## config.mk

```make
export PLATFORM = sky130hd
export DESIGN_NAME = pipe_scroll_ctrl
export DESIGN_NICKNAME = d
export VERILOG_FILES = /design/src/rtl/pipe_scroll_ctrl.sv
export SDC_FILE = /design/constraint.sdc
export NUM_CORES = 1
export LEC_CHECK = 0
export ABC_CLOCK_PERIOD_IN_PS = 10350
export CORE_MARGIN = 10
export CORE_UTILIZATION = 61
export CTS_BUF_LIST = sky130_fd_sc_hd__clkbuf_16
export DETAILED_ROUTE_END_ITERATION = 10
export PLACE_DENSITY = 0.8
export SYNTH_ARGS = -nofsm -noshare
export SYNTH_HDL_FRONTEND = slang
export SYNTH_SLANG_ARGS = --single-unit
```

## constraint.sdc

```tcl
create_clock -name clk -period 10.35 [get_ports clk]
set_input_delay 2.07 -clock clk [delete_from_list [all_inputs] [get_ports clk]]
set_output_delay 2.07 -clock clk [all_outputs]
set_load 0.02 [all_outputs]
```

## src/rtl/pipe_scroll_ctrl.sv

```systemverilog
// Scroll scheduler for the 16x16 pipe-game playfield: column buffer, step pacing, game FSM, score, collision.
// Optional PIPE_SCROLL_SPEEDUP_EN shortens the step period as the score grows.
module pipe_scroll_ctrl #(
    parameter int unsigned TICK_DIV = 4,
    parameter int unsigned GAP_COLS = 4,
    parameter int unsigned BIRD_COL = 2
) (
    input  logic        clk,
    input  logic        reset,
    input  logic        start,
    input  logic [15:0] pipe_in,
    output logic        col_req,
    input  logic [3:0]  bird_row,
    input  logic [3:0]  rd_col,
    output logic [15:0] rd_data,
    output logic [1:0]  state,
    output logic [7:0]  score,
    output logic        hit
);

    localparam int unsigned NUM_COLS = 16;
    localparam int unsigned COL_W    = 16;
    localparam int unsigned SCORE_W  = 8;
    localparam int unsigned DIV_W    = (TICK_DIV > 1) ? $clog2(TICK_DIV) : 1;
    localparam int unsigned GAP_W    = (GAP_COLS > 0) ? $clog2(GAP_COLS + 1) : 1;
    localparam logic [3:0]  BIRD_IDX = 4'(BIRD_COL);

    typedef enum logic [1:0] {
        S_IDLE = 2'b00,
        S_RUN  = 2'b01,
        S_OVER = 2'b10
    } state_t;

    state_t               r_state;
    state_t               w_state_nxt;
    logic [COL_W-1:0]     r_col [NUM_COLS];
    logic [SCORE_W-1:0]   r_score;
    logic [DIV_W-1:0]     r_div_cnt;
    logic [GAP_W-1:0]     r_gap_cnt;

    logic                 w_run;
    logic                 w_hit;
    logic                 w_div_last;
    logic                 w_step;
    logic                 w_clear;

    assign w_run   = (r_state == S_RUN);
    assign w_hit   = w_run && r_col[BIRD_IDX][bird_row];
    // A collision cancels any step landing on the same cycle.
    assign w_step  = w_run && w_div_last && !w_hit;
    assign w_clear = !w_run && start;

`ifdef PIPE_SCROLL_SPEEDUP_EN
    logic [31:0] w_dec;
    logic [31:0] w_base;
    logic [31:0] w_floor;
    logic [31:0] w_thr;

    // Threshold shrinks by TICK_DIV/4 per 8 points, floored at TICK_DIV/2 and at least 1.
    always_comb begin
        w_dec   = 32'(r_score >> 3) * 32'(TICK_DIV >> 2);
        w_floor = 32'(TICK_DIV >> 1);
        w_base  = (w_dec >= 32'(TICK_DIV)) ? 32'd0 : (32'(TICK_DIV) - w_dec);
        w_thr   = (w_base > w_floor) ? w_base : w_floor;
        if (w_thr == 32'd0) begin
            w_thr = 32'd1;
        end
        w_div_last = (32'(r_div_cnt) >= (w_thr - 32'd1));
    end
`else
    assign w_div_last = (r_div_cnt == DIV_W'(TICK_DIV - 1));
`endif

    // Game state register.
    always_ff @(posedge clk or posedge reset) begin
        if (reset) begin
            r_state <= S_IDLE;
        end else begin
            r_state <= w_state_nxt;
        end
    end

    // Next-state logic.
    always_comb begin
        w_state_nxt = r_state;
        case (r_state)
            S_IDLE:  if (start) w_state_nxt = S_RUN;
            S_RUN:   if (w_hit) w_state_nxt = S_OVER;
            S_OVER:  if (start) w_state_nxt = S_RUN;
            default: w_state_nxt = S_IDLE;
        endcase
    end

    // Playfield buffer, divider, spacer counter and score.
    always_ff @(posedge clk or posedge reset) begin
        if (reset) begin
            for (int i = 0; i < NUM_COLS; i++) begin
                r_col[i] <= '0;
            end
            r_score   <= '0;
            r_div_cnt <= '0;
            r_gap_cnt <= '0;
        end else if (w_clear) begin
            for (int i = 0; i < NUM_COLS; i++) begin
                r_col[i] <= '0;
            end
            r_score   <= '0;
            r_div_cnt <= '0;
            r_gap_cnt <= '0;
        end else if (w_run) begin
            r_div_cnt <= w_div_last ? '0 : (r_div_cnt + DIV_W'(1));
            if (w_step) begin
                for (int i = 0; i < NUM_COLS - 1; i++) begin
                    r_col[i] <= r_col[i+1];
                end
                r_col[NUM_COLS-1] <= (r_gap_cnt == '0) ? pipe_in : '0;
                r_gap_cnt <= (r_gap_cnt == GAP_W'(GAP_COLS)) ? '0 : (r_gap_cnt + GAP_W'(1));
                if ((r_col[0] != '0) && (r_score != {SCORE_W{1'b1}})) begin
                    r_score <= r_score + SCORE_W'(1);
                end
            end
        end
    end

    assign col_req = w_step;
    assign hit     = w_hit;
    assign rd_data = r_col[rd_col];
    assign state   = r_state;
    assign score   = r_score;

endmodule
```

==> impl_metrics.tcl <==
set metrics [dict create \
    status "finished, final reports clean" \
    die_x_um 170.7 \
    die_area_um2 29150 \
    async_flop_share 1.000 \
    worstHoldStart "r_div_cnt[0]" \
    synth_edf_count 0 \
    cap_violations 0 \
    num_antenna_cells 0 \
    max_stage_delay_ps 790 \
    cp_slowest_cell "buf_2" \
    hold_violations 0 \
    path_cells "buf_2 > buf_4 > mux4_2 > mux4_2 > clkdlybuf4s50_1" \
    rsz0062_at_grt "no" \
    ir_worst_vdd_mv 0.1133 \
    netlist_area_um2 13860 \
    synth_top_area_share 0.4892 \
    start_util 0.6160 \
    crit_path_start "rd_col[1]" \
    path_buf_inv 3 \
    power_density_nw_per_um2 161.1 \
    cts-root-buf "clkbuf_16" \
    synthDistinctLibCells 43 \
    fmaxAchievable_ghz 0.1401 \
    setup_tns_ps 0 \
    period_needed_ps 7139 \
    maxSlewHeadroom 0.2285 \
    die_h_um 170.7 \
    ios 55 \
    drt-vias-per-instance 6.946 \
    ys_seq_elements 271 \
    cts_setup_buffers 0 \
    final_core_util 0.6683 \
    avgSynthCellArea_um2 10.02 \
    finalWeightedCongestion 0.8171 \
    period_share 0.6898 \
    grt_max_degree 243 \
    drtAntennaViolNets 0 \
    r2r_end "r_col[53]" \
    cts_buffers 29 \
    r2r_cells 7 \
    ff2ff_setup_slack_ps 6720 \
    fillers 1673 \
    path_common_cell "mux4_2" \
    synth_top_cell_by_area "dfrtp_1" \
    min_to "r_div_cnt[0]" \
    yosysSeqAreaShare 0.4892 \
    power_leakage_nw 5.964 \
    htreeDepth 1 \
    yosys-top-cells-area "dfrtp_1 (49%), mux4_2 (13%), o21ai_0 (9.3%)" \
    route.detailed.drc 0 \
    p_total_w 0.002423 \
    hold_depth 1 \
    start_kind "input pin" \
    layout.nets 1353 \
    antenna_found_initial 0 \
    insertion_delay_ps 550 \
    ctsResizeCount 0 \
    cp.arrival_ps 5070 \
    finalClockSkew_ps 16.60 \
    num_rows 55 \
    synth_nets 1415 \
    dp_hpwl_um 19070 \
    port_buffers 54 \
    yosysWarnings 0 \
    globalRouteOverflowTotal 0 \
    setup_viol 0 \
    end_kind "output pin" \
    cpLargestDelayFamily "buffers and inverters" \
    critPathMaxFanout 39 \
    crit_type "input pin to output pin" \
    crit_required_ps 8280 \
    grt.total_usage 0.2354 \
    drt_iter0_drc 1615 \
    wl_um 34730 \
    routed-via-count 11294 \
    pre_cts_ws_ps 3243 \
    wl_per_cell_um 21.36 \
    drive_above_1_share 0.1051 \
    synth-main-ff-cell "dfrtp_1" \
    core-area_um2 22500 \
    grt_pass1_vias 10756 \
    worst_slew_pin_slew_ps 1157 \
    clock-sinks 271 \
    timing.rr.start "state[0]" \
    cts-hold-fix-buffers 0 \
    drt-pass1-iter-count 5 \
    finalWorstSetupSlack_ps 3211 \
    final_max_slew_viol_count 0 \
    cts_tree "built" \
    clockBufferDepth 3 \
    crit_cells 5 \
    grt_pass1_wl_um 56840 \
    clk_pin_slew_ps 60 \
    hold_path_class "flop to flop" \
    area_delta_synth_final_pct 8.493 \
    postSynthCellCount 1384 \
]
## through the flow
step	instance area [um^2]	instances	hold WS (ps)
after floorplan	13860	1384	462.5
after detailed placement	14200	1576	495.8
final	15040	1626	511.3
after global placement	14200	1576	482.1
after CTS	15040	1626	508.4
after global routing	15040	1626	533.7
## where the power goes
| group | switching (W) | leakage [nW] | internal (W) |
|---|---|---|---|
| logic | 0.000283 | 1.75 | 0.0000788 |
| clock network | 0.000411 | 0.439 | 0.000525 |
| registers | 0.0000368 | 3.78 | 0.00109 |
| total | 0.000731 | 5.96 | 0.00169 |
## Yosys cell counts (2+ instances only)
| cell type | number |
|---|---|
| nand3_1 | 248 |
| inv_1 | 10 |
| nand2b_1 | 6 |
| buf_1 | 4 |
| ha_1 | 4 |
| o21ai_0 | 257 |
| a22oi_1 | 4 |
| nand4_1 | 17 |
| dfrtp_1 | 271 |
| clkbuf_2 | 2 |
| nor2_1 | 4 |
| nand2_1 | 29 |
| o221ai_1 | 2 |
| clkbuf_1 | 95 |
| and2_1 | 2 |
| buf_2 | 55 |
| mux4_2 | 81 |
| a31o_1 | 3 |
| nor2b_1 | 4 |
| a21oi_1 | 240 |
| a211o_1 | 2 |
| and3_1 | 3 |
| o22ai_1 | 4 |
| nor4_1 | 4 |
| buf_6 | 5 |
| nand3b_1 | 2 |
| mux2i_1 | 10 |
## sequential cells by signal, summed over array words and instances, names as in the netlist
name and cells:
r_col 256, r_div_cnt 2, r_gap_cnt 3, score 8
state 2
## cells in the final DEF, fill, tap and decap left out, types with 2 or more instances in the layout
cell type	synthesis	routed
a211o_1	2	2
clkbuf_16	0	29
nand3b_1	2	2
dfrtp_1	271	271
buf_12	0	2
nand2_1	29	28
and3_1	3	3
mux4_2	81	81
and2_4	1	3
nor2_1	4	4
a21oi_1	240	240
nand2b_1	6	6
o21ai_0	257	257
inv_1	10	16
o221ai_1	2	2
mux2i_1	10	10
nand3_1	248	248
nand4_1	17	17
clkinv_2	0	4
nor2b_1	4	4
clkinv_1	0	9
a31o_1	3	3
a22oi_1	4	4
nor4_1	4	4
buf_4	0	13
o22ai_1	4	4
clkdlybuf4s50_1	0	52
ha_1	4	4
## area by class of cell
class / instances / area [um^2] / area share
Clock inverter: 21 / 110.1 / 0.007321
Inverter: 10 / 45.04 / 0.002995
Multi-Input combinational cell: 942 / 6357 / 0.4227
Clock buffer: 29 / 725.7 / 0.04825
Tap cell: 285 / 356.6 / 0.02371
Sequential cell: 271 / 6782 / 0.4509
Timing Repair Buffer: 68 / 663.1 / 0.04409
## worst max path at each step
stage | end | slack (ps)
after CTS | rd_data[14] | 3220
final | rd_data[14] | 3210
after floorplan | r_col[0] | 810
after global placement | rd_data[6] | 3310
after global routing | rd_data[8] | 3120
after detailed placement | rd_data[14] | 3240
## worst register-to-register path, stage by stage (launching register included)
cell and delay, ps:
dfrtp_1 420, nor2b_1 330, and3_1 290, and2_4 290, buf_4 800, buf_4 920
o21ai_0 290, a21oi_1 200
## per-layer routing
layer / share of wire / wire (um) / up-vias / track usage
met5: 0 / 0 / - / 0
met4: 0.030 / 1028 / 0 / 0.06865
met3: 0.070 / 2429 / 69 / 0.03548
met1: 0.41 / 14160 / 5737 / 0.3285
met2: 0.49 / 17110 / 469 / 0.3760
li1: - / - / 5019 / -
## logic make-up after synthesis
| logic type | after synthesis | share of synthesized area |
|---|---|---|
| XOR/XNOR | 1 | 0.0006319 |
| flip-flops | 271 | 0.4892 |
| adder cells (fa/ha/maj) | 4 | 0.003611 |
| buffers and inverters | 171 | 0.05416 |
| AO/OA/AOI/OAI | 520 | 0.1928 |
| AND/OR/NAND/NOR | 325 | 0.1200 |
| multiplexers | 92 | 0.1396 |
(Power assumes the default switching activity.)
==> patch: new RTL, config.mk and constraints unchanged <==
`TICK_DIV`: 4 -> 8. Comments in the files are not updated.
--- a/src/rtl/pipe_scroll_ctrl.sv
+++ b/src/rtl/pipe_scroll_ctrl.sv
@@ -3,3 +3,3 @@
 module pipe_scroll_ctrl #(
-    parameter int unsigned TICK_DIV = 4,
+    parameter int unsigned TICK_DIV = 8,
     parameter int unsigned GAP_COLS = 4,
Check against the original RTL: no difference found for any inputs over 4 cycles, from zero or initial values and one cycle with reset high; that may be too few to reach the edited logic, so the function may still have changed.
==> patch against the unedited design <==
Core utilization increased by 1.7 points. Register-to-register slack improved by 130 ps. Final area decreased by 4.3%. Synthesized area decreased by 5.8%. Routed wire length decreased by 14%. Count of clock-buffer cells in the layout unchanged. Synthesized cell count decreased by 4.8%. First-iteration DRC count decreased by 28%. Worst setup slack improved by 99 ps. Sequential cell count increased by 1. Highest routed layer unchanged.
Power is not compared: it rests on default switching activity, and its combinational part moved more than twofold at a synthesized area within 25%.
==> patch: results (changes against the unedited design) <==
stage	metric	value	unit	change
global_routing	grt_max_degree	263		+8.2%
detailed_routing	drt_pass1_iterations	6		+1
detailed_routing	viasPerCell	6.15		-11%
logic_synthesis	synth-xor-area-share	0.0671	%	+0.0039 points
cells_and_area	nFillCells	1506		-10%
logic_synthesis	synth-adder-area-share	0.479	%	+0.12 points
logic_synthesis	syn_nets	1350		-4.6%
hold_path	hold_path_end	r_col[146]		
setup_path	path_max_fanout	37		-5.1%
cells_and_area	area_delta_synth_final	10.2	%	
global_routing	first_global_vias	9454		-12%
logic_synthesis	syn_inst	1318		-4.8%
logic_synthesis	synth.distinct_cells	35		-19%
setup_path	arrival	4970	ps	-100 ps
detailed_routing	routed_wl	30.0	mm	-14%
setup_path	r2r_slack	6850	ps	+130 ps
setup_path	cp-startpoint	rd_col[0]		
hold_path	hp-class	flop to flop		
setup_path	reg2reg_from	state[1]		
logic_synthesis	ys_top_cells_by_area	dfrtp_1 (52%), nand2_1 (15%), mux4_2 (14%)		
logic_synthesis	synthMuxAreaShare	14.9	%	+0.95 points
outcome	status	complete, no violations		
place	gp_congestion	0.812		-0.62%
cells_and_area	final_cells	1604		-1.4%
logic_synthesis	seq_area_frac_synth	52.1	%	+3.2 points
detailed_routing	drt_iter0_drc	1169		-28%
cts	numCtsBuffers	28		-3.4%
place	place_ws	3260	ps	+13.5 ps
timing	fin_crit	7040	ps	-98.8 ps
setup_path	critPathMaxStageDelay	700	ps	-90 ps
global_routing	grtUsageTotal	21.3	%	-2.3 points
logic_synthesis	netlist_top_cells_count	nand2_1 (509), dfrtp_1 (272), nand3_1 (263), mux4_2 (82), clkbuf_1 (62)		
hold_path	hold_path_startpoint	r_col[130]		
setup_path	crit_path_top_delay_cell	buf_4		
hold_path	holdPathStages	2		+1
setup_path	worst_r2r_path_depth	6		-1
logic_synthesis	synth_compound_area_share	1.68	%	-18 points
setup_path	r2r-end	r_col[232]		
==> patch: changes by cell type after synthesis, sizes merged, moves of 3 or more <==
cell and change:
a21oi -223, a221o +5, a22oi -3, buf -19, clkbuf -35, nand2 +480, nand2b -5, nand3 +15
nand4 -16, o21ai -255
==> patch: worst max-delay path: cells and delay by family <==
family / cells / cell delay (ps)
buf+inv: 3 / 1710
mux: 2 / 1140
==> patch: cell type report <==
class                   count  share of cell area (%)
clock buffers              29                    5.04
clock inverters            23                    1.39
inverters                   8                   0.313
multi-input cells         931                    39.2
flip-flops and latches    272                    47.3
well taps                 275                    2.39
repair buffers             66                    4.42
==> patch: layer usage <==
metal,up-vias,wire length [um],track usage (%),share of wire (%)
li1,4467,-,-,-
met1,4984,12400,28.0,41
met2,361,14700,34.5,49
met3,57,2100,4.85,7.0
met4,0,880,6.76,2.9
met5,-,0,0,0
==> patch: power breakdown <==
group	internal (uW)	switching (uW)	total [uW]
logic	81.3	93.3	175
registers	1120	54.2	1170
clock network	603	410	1010
